$ cat config.mk
export PLATFORM = sky130hd
export DESIGN_NAME = c4_turn_ctrl
export DESIGN_NICKNAME = d
export VERILOG_FILES = /design/src/rtl/c4_pkg.sv /design/src/rtl/c4_col_heights.sv /design/src/rtl/c4_turn_ctrl.sv
export SDC_FILE = /design/constraint.sdc
export NUM_CORES = 1
export LEC_CHECK = 0
export ABC_CLOCK_PERIOD_IN_PS = 3300
export CORE_MARGIN = 3
export CORE_UTILIZATION = 30
export DETAILED_ROUTE_END_ITERATION = 10
export GPL_ROUTABILITY_DRIVEN = 1
export HOLD_SLACK_MARGIN = 0.06
export SETUP_SLACK_MARGIN = 0.5
export SLEW_MARGIN = 0
export SYNTH_ARGS = -nofsm -noshare
export SYNTH_HDL_FRONTEND = slang
export SYNTH_SLANG_ARGS = --single-unit
$ cat constraint.sdc
create_clock -name clk -period 3.3 [get_ports clk]
set_input_delay 0.99 -clock clk [delete_from_list [all_inputs] [get_ports clk]]
set_output_delay 0.99 -clock clk [all_outputs]
set_load 0.01 [all_outputs]
$ cat src/rtl/c4_pkg.sv
// c4_pkg: shared constants, state encoding and helpers for the Connect-4 turn sequencer.
package c4_pkg;
   localparam int ROWS    = 6;
   localparam int COLS    = 7;
   localparam int WIN_LAT = 3;
   localparam int CLR_CYC = 2;

   localparam logic       PLAYER1  = 1'b1;
   localparam logic       PLAYER2  = 1'b0;
   localparam logic [1:0] WIN_NONE = 2'd0;
   localparam logic [1:0] WIN_P1   = 2'd1;
   localparam logic [1:0] WIN_P2   = 2'd2;

   typedef enum logic [2:0] {
      ST_CLR   = 3'd0,
      ST_IDLE  = 3'd1,
      ST_WRITE = 3'd2,
      ST_WAIT  = 3'd3,
      ST_CHECK = 3'd4,
      ST_DONE  = 3'd5
   } state_t;

   // Board row to write address: each row occupies four address slots.
   function automatic logic [4:0] row_to_addr(input logic [2:0] row);
      return {row, 2'b00};
   endfunction
endpackage

$ cat src/rtl/c4_col_heights.sv
// c4_col_heights: per-column fill counters; reports whether the selected column
// is full and which row a new disc in it would land on.
module c4_col_heights
   import c4_pkg::*;
(
   input  logic       clk,
   input  logic       rst,
   input  logic       clr,
   input  logic       inc,
   input  logic [2:0] col,
   output logic       col_full,
   output logic [2:0] row
);
   logic [2:0]      height_r [COLS];
   logic [COLS-1:0] full_s;
   logic [2:0]      sel_height_s;
   logic            sel_full_s;

   // Fill counters: cleared on reset or new game, selected column bumped on a move.
   always_ff @(posedge clk) begin
      if (!rst || clr) begin
         for (int i = 0; i < COLS; i++) height_r[i] <= 3'd0;
      end else begin
         for (int i = 0; i < COLS; i++) begin
            if (inc && (col == 3'(i)) && !full_s[i]) height_r[i] <= height_r[i] + 3'd1;
            else                                      height_r[i] <= height_r[i];
         end
      end
   end

   // Per-column full flags.
   always_comb begin
      full_s = {COLS{1'b0}};
      for (int i = 0; i < COLS; i++) full_s[i] = (height_r[i] == 3'(ROWS));
   end

   // Column select; a column outside the board reads as full.
   always_comb begin
      sel_height_s = 3'(ROWS);
      sel_full_s   = 1'b1;
      for (int i = 0; i < COLS; i++) begin
         sel_height_s = (col == 3'(i)) ? height_r[i] : sel_height_s;
         sel_full_s   = (col == 3'(i)) ? full_s[i]   : sel_full_s;
      end
   end

   assign col_full = sel_full_s;
   assign row      = 3'(ROWS - 1) - sel_height_s;
endmodule

$ cat src/rtl/c4_turn_ctrl.sv
// c4_turn_ctrl: Connect-4 game sequencer. Issues one board write per legal move,
// waits out the win-check latency, then decides win, draw or next turn.
module c4_turn_ctrl
   import c4_pkg::*;
(
   input  logic       clk,
   input  logic       rst,
   input  logic       new_game,
   input  logic       move_valid,
   input  logic [2:0] move_col,
   output logic       move_ready,
   output logic       illegal,
   output logic       Player,
   output logic [2:0] colval,
   output logic [4:0] waddr,
   output logic       wr_en,
   output logic       board_rst,
   input  logic       winflag,
   output logic       game_over,
   output logic [1:0] winner,
   output logic       draw,
   output logic [5:0] move_cnt
);
   state_t     state_r, next_state_s;
   logic [1:0] clr_cnt_r, wait_cnt_r;
   logic       accept_s, reject_s, win_s, draw_s;
   logic       col_full_s;
   logic [2:0] row_s;
   logic       move_ready_r, illegal_r, player_r, wr_en_r, board_rst_r;
   logic       game_over_r, draw_r;
   logic [2:0] colval_r;
   logic [4:0] waddr_r;
   logic [1:0] winner_r;
   logic [5:0] move_cnt_r;

   c4_col_heights u_heights (
      .clk      (clk),
      .rst      (rst),
      .clr      (next_state_s == ST_CLR),
      .inc      (accept_s),
      .col      (move_col),
      .col_full (col_full_s),
      .row      (row_s)
   );

   // Next-state and move decision; new_game overrides everything.
   always_comb begin
      next_state_s = state_r;
      accept_s     = 1'b0;
      reject_s     = 1'b0;
      win_s        = 1'b0;
      draw_s       = 1'b0;
      if (new_game) begin
         next_state_s = ST_CLR;
      end else begin
         case (state_r)
            ST_CLR:   next_state_s = (clr_cnt_r == 2'd0) ? ST_IDLE : ST_CLR;
            ST_IDLE: begin
               if (move_valid && move_ready_r) begin
                  if ((move_col >= 3'(COLS)) || col_full_s) begin
                     reject_s = 1'b1;
                  end else begin
                     accept_s     = 1'b1;
                     next_state_s = ST_WRITE;
                  end
               end else begin
                  next_state_s = ST_IDLE;
               end
            end
            ST_WRITE: next_state_s = ST_WAIT;
            ST_WAIT:  next_state_s = (wait_cnt_r == 2'd0) ? ST_CHECK : ST_WAIT;
            ST_CHECK: begin
               if (winflag) begin
                  win_s        = 1'b1;
                  next_state_s = ST_DONE;
               end else if (move_cnt_r == 6'(ROWS * COLS)) begin
                  draw_s       = 1'b1;
                  next_state_s = ST_DONE;
               end else begin
                  next_state_s = ST_IDLE;
               end
            end
            ST_DONE:  next_state_s = ST_DONE;
            default:  next_state_s = ST_CLR;
         endcase
      end
   end

   // State, counters and all registered outputs.
   always_ff @(posedge clk) begin
      if (!rst) begin
         state_r      <= ST_CLR;
         clr_cnt_r    <= 2'(CLR_CYC - 1);
         wait_cnt_r   <= 2'd0;
         move_ready_r <= 1'b0;
         illegal_r    <= 1'b0;
         player_r     <= PLAYER1;
         colval_r     <= 3'd0;
         waddr_r      <= 5'd0;
         wr_en_r      <= 1'b0;
         board_rst_r  <= 1'b0;
         game_over_r  <= 1'b0;
         winner_r     <= WIN_NONE;
         draw_r       <= 1'b0;
         move_cnt_r   <= 6'd0;
      end else begin
         state_r      <= next_state_s;
         move_ready_r <= (next_state_s == ST_IDLE);
         illegal_r    <= reject_s;
         wr_en_r      <= accept_s;
         board_rst_r  <= (next_state_s != ST_CLR);
         if (new_game || (state_r != ST_CLR)) clr_cnt_r <= 2'(CLR_CYC - 1);
         else                                 clr_cnt_r <= clr_cnt_r - 2'd1;
         if (state_r != ST_WAIT) wait_cnt_r <= 2'(WIN_LAT - 2);
         else                    wait_cnt_r <= wait_cnt_r - 2'd1;
         if (next_state_s == ST_CLR) begin
            move_cnt_r  <= 6'd0;
            winner_r    <= WIN_NONE;
            draw_r      <= 1'b0;
            game_over_r <= 1'b0;
            player_r    <= PLAYER1;
         end else if (accept_s) begin
            colval_r   <= move_col;
            waddr_r    <= row_to_addr(row_s);
            move_cnt_r <= move_cnt_r + 6'd1;
         end else if (win_s) begin
            winner_r    <= (player_r == PLAYER1) ? WIN_P1 : WIN_P2;
            game_over_r <= 1'b1;
         end else if (draw_s) begin
            draw_r      <= 1'b1;
            game_over_r <= 1'b1;
         end else if ((state_r == ST_CHECK) && (next_state_s == ST_IDLE)) begin
            player_r <= ~player_r;
         end else begin
            player_r <= player_r;
         end
      end
   end

   assign move_ready = move_ready_r;
   assign illegal    = illegal_r;
   assign Player     = player_r;
   assign colval     = colval_r;
   assign waddr      = waddr_r;
   assign wr_en      = wr_en_r;
   assign board_rst  = board_rst_r;
   assign game_over  = game_over_r;
   assign winner     = winner_r;
   assign draw       = draw_r;
   assign move_cnt   = move_cnt_r;
endmodule

==> tab_implementation.tex, run 1 <==
\begin{tabular}{lr}
\hline
Metric & Value \\
\hline
\multicolumn{2}{l}{\textbf{Route}} \\
\quad Final ANT Viol Nets & 0 \\
\quad Sum of routed wire length over all layers & 6.48 mm \\
\quad Routed via count divided by cell count & 5.07 \\
\quad DRC marker count from the first detailed-route iteration & 79 \\
\quad Total number of vias & 2186 \\
\quad TritonRoute pass-1 iters & 4 \\
\quad Per-cell routed wire length & 15.0 um \\
\quad Remaining design rule violation count & 0 \\
\multicolumn{2}{l}{\textbf{Yosys}} \\
\quad Dominant cell type by area after synthesis & sky130\_fd\_sc\_hd\_\_edfxtp\_1 \\
\quad Prevailing post-synth register cell & sky130\_fd\_sc\_hd\_\_dfxtp\_1 \\
\quad Unique masters post-synth & 52 \\
\quad Number of enable-type register cells in the synthesized netlist & 21 \\
\quad Top-count cell post-synth & sky130\_fd\_sc\_hd\_\_a21oi\_1 \\
\quad Most common library cells after synthesis & sky130\_fd\_sc\_hd\_\_a21oi\_1 (33), sky130\_fd\_sc\_hd\_\_dfxtp\_1 (28), sky130\_fd\_sc\_hd\_\_nand2\_1 (23) \\
\quad Share of the synthesized area in the top cell type & 0.236 \\
\quad Synth warn & 0 \\
\quad Synthesized area & 2670 sq um \\
\quad Avg Synthesized Cell Area & 9.97 sq um \\
\quad Cells after synthesis & 268 \\
\quad Number of synthesized register bits & 49 \\
\quad Fraction of registers with async set/reset & 0 \\
\quad Sequential-to-total area share from yosys stat & 0.446 \\
\quad Largest cells by area after synthesis & sky130\_fd\_sc\_hd\_\_edfxtp\_1 (24\%), sky130\_fd\_sc\_hd\_\_dfxtp\_1 (21\%), sky130\_fd\_sc\_hd\_\_ha\_1 (8.4\%) \\
\multicolumn{2}{l}{\textbf{Placed design}} \\
\quad Weighted congestion reported at the end of routability-driven placement & 0.883 \\
\quad Total half-perimeter wirelength after legalization and detailed placement & 4.88 mm \\
\quad IO buf count & 28 \\
\quad Worst slack at placement & -0.148 ns \\
\quad Cell Area, Placed & 3300 sq um \\
\multicolumn{2}{l}{\textbf{Clock network}} \\
\quad Worst skew pair latency & 0.30 ns \\
\quad Clock tree from TritonCTS & built \\
\quad Clock Tree Buf Depth & 2 \\
\quad H-tree levels & 2 \\
\quad Reg clk slew, reported paths & 0.09 ns \\
\quad Count of hold buffers inserted by post-cts repair & 0 \\
\quad Clock sink total & 49 \\
\quad Clock root cell & sky130\_fd\_sc\_hd\_\_clkbuf\_8 \\
\quad CTS Buf Count & 5 \\
\multicolumn{2}{l}{\textbf{Critical path}} \\
\quad Worst setup path category & primary input to flop \\
\quad Internal reg-to-reg setup slack & 0.82 ns \\
\quad Required @ worst endpoint & 3.42 ns \\
\quad Largest stage delay on the critical path & 0.33 ns \\
\quad Worst reg2reg path depth & 9 \\
\quad Largest fanout on the critical path & 22 \\
\quad Critical-path cell list & clkbuf\_2 -> and3b\_1 -> a22o\_1 -> o31a\_4 -> o31a\_1 -> buf\_4 -> buf\_12 -> a2111oi\_4 \\
\quad CP arrival & 2.82 ns \\
\quad Category of the worst setup path capture point & flop \\
\quad Endpoint of the most critical register-to-register path & u\_heights.height\_r[5][2] \\
\quad Slowest cell on crit path & sky130\_fd\_sc\_hd\_\_a2111oi\_4 \\
\quad Beginning of the worst register-to-register path & move\_cnt[1] \\
\quad Crit path launch type & primary input \\
\multicolumn{2}{l}{\textbf{Floorplanning}} \\
\quad Area of the core region & 8420 sq um \\
\quad Horiz. Die Dim & 100 um \\
\quad DIE HEIGHT & 100 um \\
\quad Rows & 33 \\
\quad Starting density of the core & 0.317 \\
\quad I/O pin count & 31 \\
\quad DIE AREA & 10100 sq um \\
\multicolumn{2}{l}{\textbf{Worst hold path}} \\
\quad Hold Path Sink & clr\_cnt\_r[0] \\
\quad Hold path startpoint & clr\_cnt\_r[0] \\
\quad Path category of the worst min-delay check & flop to flop \\
\quad Worst Hold Path Cells & 1 \\
\multicolumn{2}{l}{\textbf{STA}} \\
\quad Hold Vio Cnt, Final & 0 \\
\quad Final cycle utilization of the critical path & 0.818 \\
\quad Slew margin rel. & 0.546 \\
\quad Final Setup Violations & 0 \\
\quad Max-slew violation count & 0 \\
\quad Timing-limited maximum frequency & 0.370 GHz \\
\quad Worst hold-check slack & 0.426 ns \\
\quad Tightest Pin Transition & 0.664 ns \\
\quad Final WS setup & 0.599 ns \\
\quad RSZ-0062 raised after global routing & no \\
\quad Clock skew after layout & 0.00325 ns \\
\quad Total negative setup slack & 0 ns \\
\quad Final min period & 2.70 ns \\
\multicolumn{2}{l}{\textbf{Pwr}} \\
\quad Leakage & 1.32 nW \\
\quad Pwr dens & 338 nW/um\^{}2 \\
\quad Worst supply voltage drop on vdd & 0.126 mV \\
\quad Total power consumption of the routed design & 0.00116 W \\
\multicolumn{2}{l}{\textbf{Global route}} \\
\quad Maximum number of pins on one net before global-route repair & 23 \\
\quad Sum of overflow across all layers after global routing & 0 \\
\quad Total global-route track usage & 0.134 \\
\quad First-pass GRT wire length & 10.7 mm \\
\quad Via count of the first global-routing pass & 2158 \\
\quad Initial antenna violation count & 0 \\
\multicolumn{2}{l}{\textbf{Final layout}} \\
\quad Post-route cell area & 3430 sq um \\
\quad N\_diodes & 0 \\
\quad Nets & 351 \\
\quad Share of post-route cells with drive strength above 1 & 0.206 \\
\quad Synth-to-layout area growth & 28.3\% \\
\multicolumn{2}{l}{\textbf{Job}} \\
\quad Max cap viols & 0 \\
\multicolumn{2}{l}{\textbf{Run status}} \\
\quad Result of the run & complete, no violations \\
\hline
\end{tabular}
placed cells by master, fill, tap and decap left out, drive strengths merged, types with 3 or more instances in the layout:
cell           instances
buf                   39
inv                   19
a22oi                  4
mux2i                  4
clkbuf                10
a21boi                 5
nor2                   8
a21oi                 33
dfxtp                 28
ha                    18
a2111oi                3
edfxtp                21
a211oi                 4
nand2                 23
or3                    3
and2                   3
nor3                   5
o21ai                 13
xnor2                  8
o211a                  3
clkdlybuf4s50         25
mux4                   3
nand3                  6
sequential cells by signal, summed over array words and instances (netlist names):
signal / count
Player: 1
board_rst: 1
clr_cnt_r: 2
colval: 3
draw: 1
game_over: 1
illegal: 1
move_cnt: 6
move_ready: 1
state_r: 3
u_heights.height_r: 21
waddr: 3
wait_cnt_r: 2
winner: 2
wr_en: 1
metal layers:
layer,global-route usage,up-vias,part of all wire
li1,-,1084,-
met1,0.180,1057,0.47
met2,0.223,43,0.49
met3,0.0313,2,0.038
met4,0.0218,0,0.0028
met5,0,-,0
cell type report:
| type | count | area, sq um |
|---|---|---|
| fill | 866 | 4990 |
| multi-input combinational | 183 | 1350 |
| sequential | 49 | 1190 |
| timing repair buffer | 67 | 599 |
| tap | 105 | 131 |
| clock buffer | 7 | 76.3 |
| inverter | 19 | 71.3 |
| clock inverter | 1 | 7.51 |
cells by family (layout without fill, tap and decap cells):
group                    count (synthesis)  after routing  share of synthesized area
AO/OA/AOI/OAI                           86             86                      0.217
AND/OR/NAND/NOR                         60             60                      0.109
flip-flops                              49             49                      0.446
buffers and inverters                   37             94                     0.0674
adder cells (fa/ha/maj)                 18             18                     0.0843
multiplexers                             9              9                     0.0487
XOR/XNOR                                 8              8                     0.0262
other                                    1              2                    0.00140
stage by stage:
step | cells | util
after floorplan | 269 | -
after global placement | 422 | 0.392
after CTS | 431 | 0.405
after global routing | 431 | 0.407
after detailed placement | 422 | 0.392
final | 431 | 0.407
critical path: cells and delay by family:
family | cells | cell delay [ns]
compound gates | 4 | 1.18
buf+inv | 3 | 0.43
simple gates | 1 | 0.21
worst max-delay path by stage:
stage           startpoint                  endpoint  slack [ns]  cells after the start
6_report       move_col[1]  u_heights.height_r[5][2]        0.60                      8
5_1_grt                rst  u_heights.height_r[5][2]        0.54                      7
4_1_cts        move_col[1]  u_heights.height_r[5][2]        0.50                      8
3_5_place_dp   move_col[0]  u_heights.height_r[4][0]       -0.15                      9
3_3_place_gp   move_col[0]  u_heights.height_r[5][2]       -0.07                      9
2_1_floorplan  move_col[1]  u_heights.height_r[0][0]        0.50                      7
power by group:
group	internal, W	leakage (nW)	switching (W)	total, W
combinational	0.0000690	0.804	0.0000679	0.000137
clock	0.000150	0.0385	0.000198	0.000348
sequential	0.000653	0.477	0.0000212	0.000674
total	0.000872	1.32	0.000287	0.00116
repair_timing:
action | 4_1_cts | 5_1_grt
gates resized for setup | 8 | 13
setup endpoints to repair | 57 | 42
pin swaps | 1 | 2
buffers inserted | 1 | 0
No activity file was read; power rests on OpenSTA's default activity.
==> inputs of run 2 (changes only) <==
--- a/config.mk
+++ b/config.mk
@@ -5,7 +5,7 @@
 export SDC_FILE = /design/constraint.sdc
 export NUM_CORES = 1
 export LEC_CHECK = 0
-export ABC_CLOCK_PERIOD_IN_PS = 3300
+export ABC_CLOCK_PERIOD_IN_PS = 2750
 export CORE_MARGIN = 3
 export CORE_UTILIZATION = 30
 export DETAILED_ROUTE_END_ITERATION = 10
==> constraint.sdc (replaced) <==
create_clock -name clk -period 2.75 [get_ports clk]
set_input_delay 0.825 -clock clk [delete_from_list [all_inputs] [get_ports clk]]
set_output_delay 0.825 -clock clk [all_outputs]
set_load 0.01 [all_outputs]
==> run 2 against run 1 <==
Against the previous run: non-clock buffer count increased by 17; first-iteration DRC count decreased by 6.3%; sequential power increased by 20%; clock power increased by 45%; largest power group unchanged; sequential share of layout area decreased by 4.1 points; clock skew increased by 0.0065 ns; cell area increased by 14%; via count increased by 4.7%; die area unchanged.
==> tab_implementation.tex, run 2 (synthesis results as in run 1) <==
\begin{tabular}{lr}
\hline
Metric & Value \\
\hline
\multicolumn{2}{l}{\textbf{Pwr}} \\
\quad Worst supply voltage drop on vdd & 0.172 mV \\
\quad Portion of total power attributed to combinational logic & 0.139 \\
\quad Switching power share of the total & 0.257 \\
\quad Pwr dens & 391 nW/um\^{}2 \\
\quad Clock group share of total power & 0.331 \\
\quad Internal power contribution & 0.00113 W \\
\quad Leakage & 1.50 nW \\
\quad Sequential share of power & 0.530 \\
\quad Sw power & 0.000391 W \\
\multicolumn{2}{l}{\textbf{Floorplanning}} \\
\quad Rows & 33 \\
\quad DIE AREA & 10100 sq um \\
\quad Horiz. Die Dim & 100 um \\
\quad I/O pin count & 31 \\
\quad Area of the core region & 8420 sq um \\
\quad Starting density of the core & 0.317 \\
\quad DIE HEIGHT & 100 um \\
\multicolumn{2}{l}{\textbf{Final layout}} \\
\quad Share of post-route cells with drive strength above 1 & 0.367 \\
\quad Most used cells in the layout excluding fill and tap cells & sky130\_fd\_sc\_hd\_\_buf\_4 (45), sky130\_fd\_sc\_hd\_\_dfxtp\_1 (27), sky130\_fd\_sc\_hd\_\_clkdlybuf4s50\_1 (22) \\
\quad Flip-flop count of the largest register after layout & 21 \\
\quad Post-route cell area & 3890 sq um \\
\quad Count of filler cells inserted in the layout & 819 \\
\quad Nets & 368 \\
\quad Synth-to-layout area growth & 45.7\% \\
\quad Post-route non-filler standard cell count & 448 \\
\quad Most flop-heavy register & u\_heights.height\_r \\
\quad Most common cell after layout, fill and taps aside & sky130\_fd\_sc\_hd\_\_buf\_4 \\
\quad N\_diodes & 0 \\
\multicolumn{2}{l}{\textbf{Placed design}} \\
\quad Placed instance count & 425 \\
\quad Total half-perimeter wirelength after legalization and detailed placement & 4.95 mm \\
\quad Weighted congestion reported at the end of routability-driven placement & 0.817 \\
\quad Cell Area, Placed & 3360 sq um \\
\quad IO buf count & 28 \\
\multicolumn{2}{l}{\textbf{Clock network}} \\
\quad H-tree levels & 2 \\
\quad Clock tree from TritonCTS & built \\
\quad CTS Buf Count & 5 \\
\quad Clock Tree Buf Depth & 2 \\
\quad Worst skew pair latency & 0.31 ns \\
\quad Clock sink total & 49 \\
\quad Clock root cell & sky130\_fd\_sc\_hd\_\_clkbuf\_8 \\
\quad Reg clk slew, reported paths & 0.10 ns \\
\multicolumn{2}{l}{\textbf{STA}} \\
\quad Tightest Pin Transition & 0.594 ns \\
\quad Slew margin rel. & 0.594 \\
\quad Clock skew after layout & 0.00977 ns \\
\quad RSZ-0062 raised after global routing & yes \\
\quad Final cycle utilization of the critical path & 0.856 \\
\quad Final Setup Violations & 0 \\
\quad Total negative setup slack & 0 ns \\
\quad Max-slew violation count & 0 \\
\quad Final min period & 2.35 ns \\
\quad Timing-limited maximum frequency & 0.425 GHz \\
\quad Hold Vio Cnt, Final & 0 \\
\multicolumn{2}{l}{\textbf{Global route}} \\
\quad Sum of overflow across all layers after global routing & 0 \\
\quad Via count of the first global-routing pass & 2301 \\
\quad Initial antenna violation count & 0 \\
\quad First-pass GRT wire length & 11.2 mm \\
\quad Total global-route track usage & 0.140 \\
\quad Maximum number of pins on one net before global-route repair & 16 \\
\multicolumn{2}{l}{\textbf{Route}} \\
\quad Routed via count divided by cell count & 5.11 \\
\quad DRC marker count from the first detailed-route iteration & 74 \\
\quad TritonRoute pass-1 iters & 4 \\
\quad Per-cell routed wire length & 15.8 um \\
\quad Final ANT Viol Nets & 0 \\
\quad Total number of vias & 2289 \\
\quad Remaining design rule violation count & 0 \\
\quad Highest metal used & met4 \\
\quad Met1 Wirelength & 3.19 mm \\
\quad Detailed-routed wire length on met2 & 3.59 mm \\
\quad Sum of routed wire length over all layers & 7.07 mm \\
\quad Met3 wire length & 209 um \\
\multicolumn{2}{l}{\textbf{Critical path}} \\
\quad Worst Setup SP & move\_col[0] \\
\quad Category of the worst setup path capture point & flop \\
\quad Worst setup path category & primary input to flop \\
\quad Required @ worst endpoint & 2.77 ns \\
\quad Beginning of the worst register-to-register path & u\_heights.height\_r[3][0] \\
\quad Largest fanout on the critical path & 6 \\
\quad Crit path launch type & primary input \\
\quad CP arrival & 2.37 ns \\
\multicolumn{2}{l}{\textbf{Worst hold path}} \\
\quad Hold path startpoint & clr\_cnt\_r[0] \\
\quad Path category of the worst min-delay check & flop to flop \\
\multicolumn{2}{l}{\textbf{Job}} \\
\quad Max cap viols & 0 \\
\multicolumn{2}{l}{\textbf{Run status}} \\
\quad Result of the run & complete, no violations \\
\hline
\end{tabular}
run 2: cell types whose count changed in the layout (fill, tap and decap cells not counted), moves of 4 or more:
cell and change:
sky130_fd_sc_hd__buf_4 +10, sky130_fd_sc_hd__buf_6 +7, sky130_fd_sc_hd__a21oi_1 -19, sky130_fd_sc_hd__a21oi_2 +18, sky130_fd_sc_hd__o21ai_0 -4, sky130_fd_sc_hd__o21ai_4 +6
run 2: critical path, stage by stage:
cell and delay [ns]:
sky130_fd_sc_hd__buf_8 0.11, sky130_fd_sc_hd__and3b_1 0.18, sky130_fd_sc_hd__a22o_1 0.23, sky130_fd_sc_hd__o31a_4 0.32, sky130_fd_sc_hd__o21ai_4 0.20, sky130_fd_sc_hd__a31oi_4 0.13, sky130_fd_sc_hd__buf_12 0.17, sky130_fd_sc_hd__o22ai_4 0.20
run 2: cell type report:
class / count / area, sq um / area share
clock buffer: 7 / 97.6 / 0.0251
clock inverter: 1 / 8.76 / 0.00225
inverter: 19 / 78.8 / 0.0202
multi-input combinational: 183 / 1590 / 0.407
sequential: 49 / 1190 / 0.306
tap: 105 / 131 / 0.0337
timing repair buffer: 84 / 800 / 0.205
run 2: repair_timing:
item / in CTS / in global routing
pin swaps: 15 / 20
gates cloned: 1 / 0
hold buffers: 0 / 0
endpoints found under the setup margin: 64 / 63
gates resized for setup: 51 / 34
buffers inserted: 8 / 6
run 2: routing by layer:
layer  global-route usage  up-vias
met5                    0        -
met4               0.0497        0
met3               0.0278        9
met2                0.231       41
met1                0.182     1119
li1                     -     1120
run 2: through the flow:
stage / setup slack [ns] / power (W) / util / hold slack, ns
4_1_cts: 0.398 / 0.00151 / 0.442 / 0.435
2_1_floorplan: 0.308 / 0.000925 / - / 0.392
6_report: 0.397 / 0.00152 / 0.462 / 0.436
3_5_place_dp: -0.417 / 0.000989 / 0.399 / 0.411
3_3_place_gp: -0.366 / 0.000986 / 0.399 / 0.407
5_1_grt: 0.355 / 0.00159 / 0.462 / 0.456
run 2: final timing paths:
path / to / slack [ns] / cells past startpoint
worst max-delay path: u_heights.height_r[3][1] / 0.40 / 8
worst min-delay path: clr_cnt_r[0] / 0.44 / 1
worst max register to register: u_heights.height_r[3][1] / 0.45 / 9
worst min register to register: clr_cnt_r[0] / 0.44 / 1
run 2: power groups by stage:
stage          logic, W  registers (W)  clock network [W]
2_1_floorplan  0.000109       0.000816                  0
3_5_place_dp   0.000164       0.000824                  0
6_report       0.000212       0.000807           0.000503
4_1_cts        0.000196       0.000806           0.000512
3_3_place_gp   0.000162       0.000824                  0
5_1_grt        0.000229       0.000811           0.000547
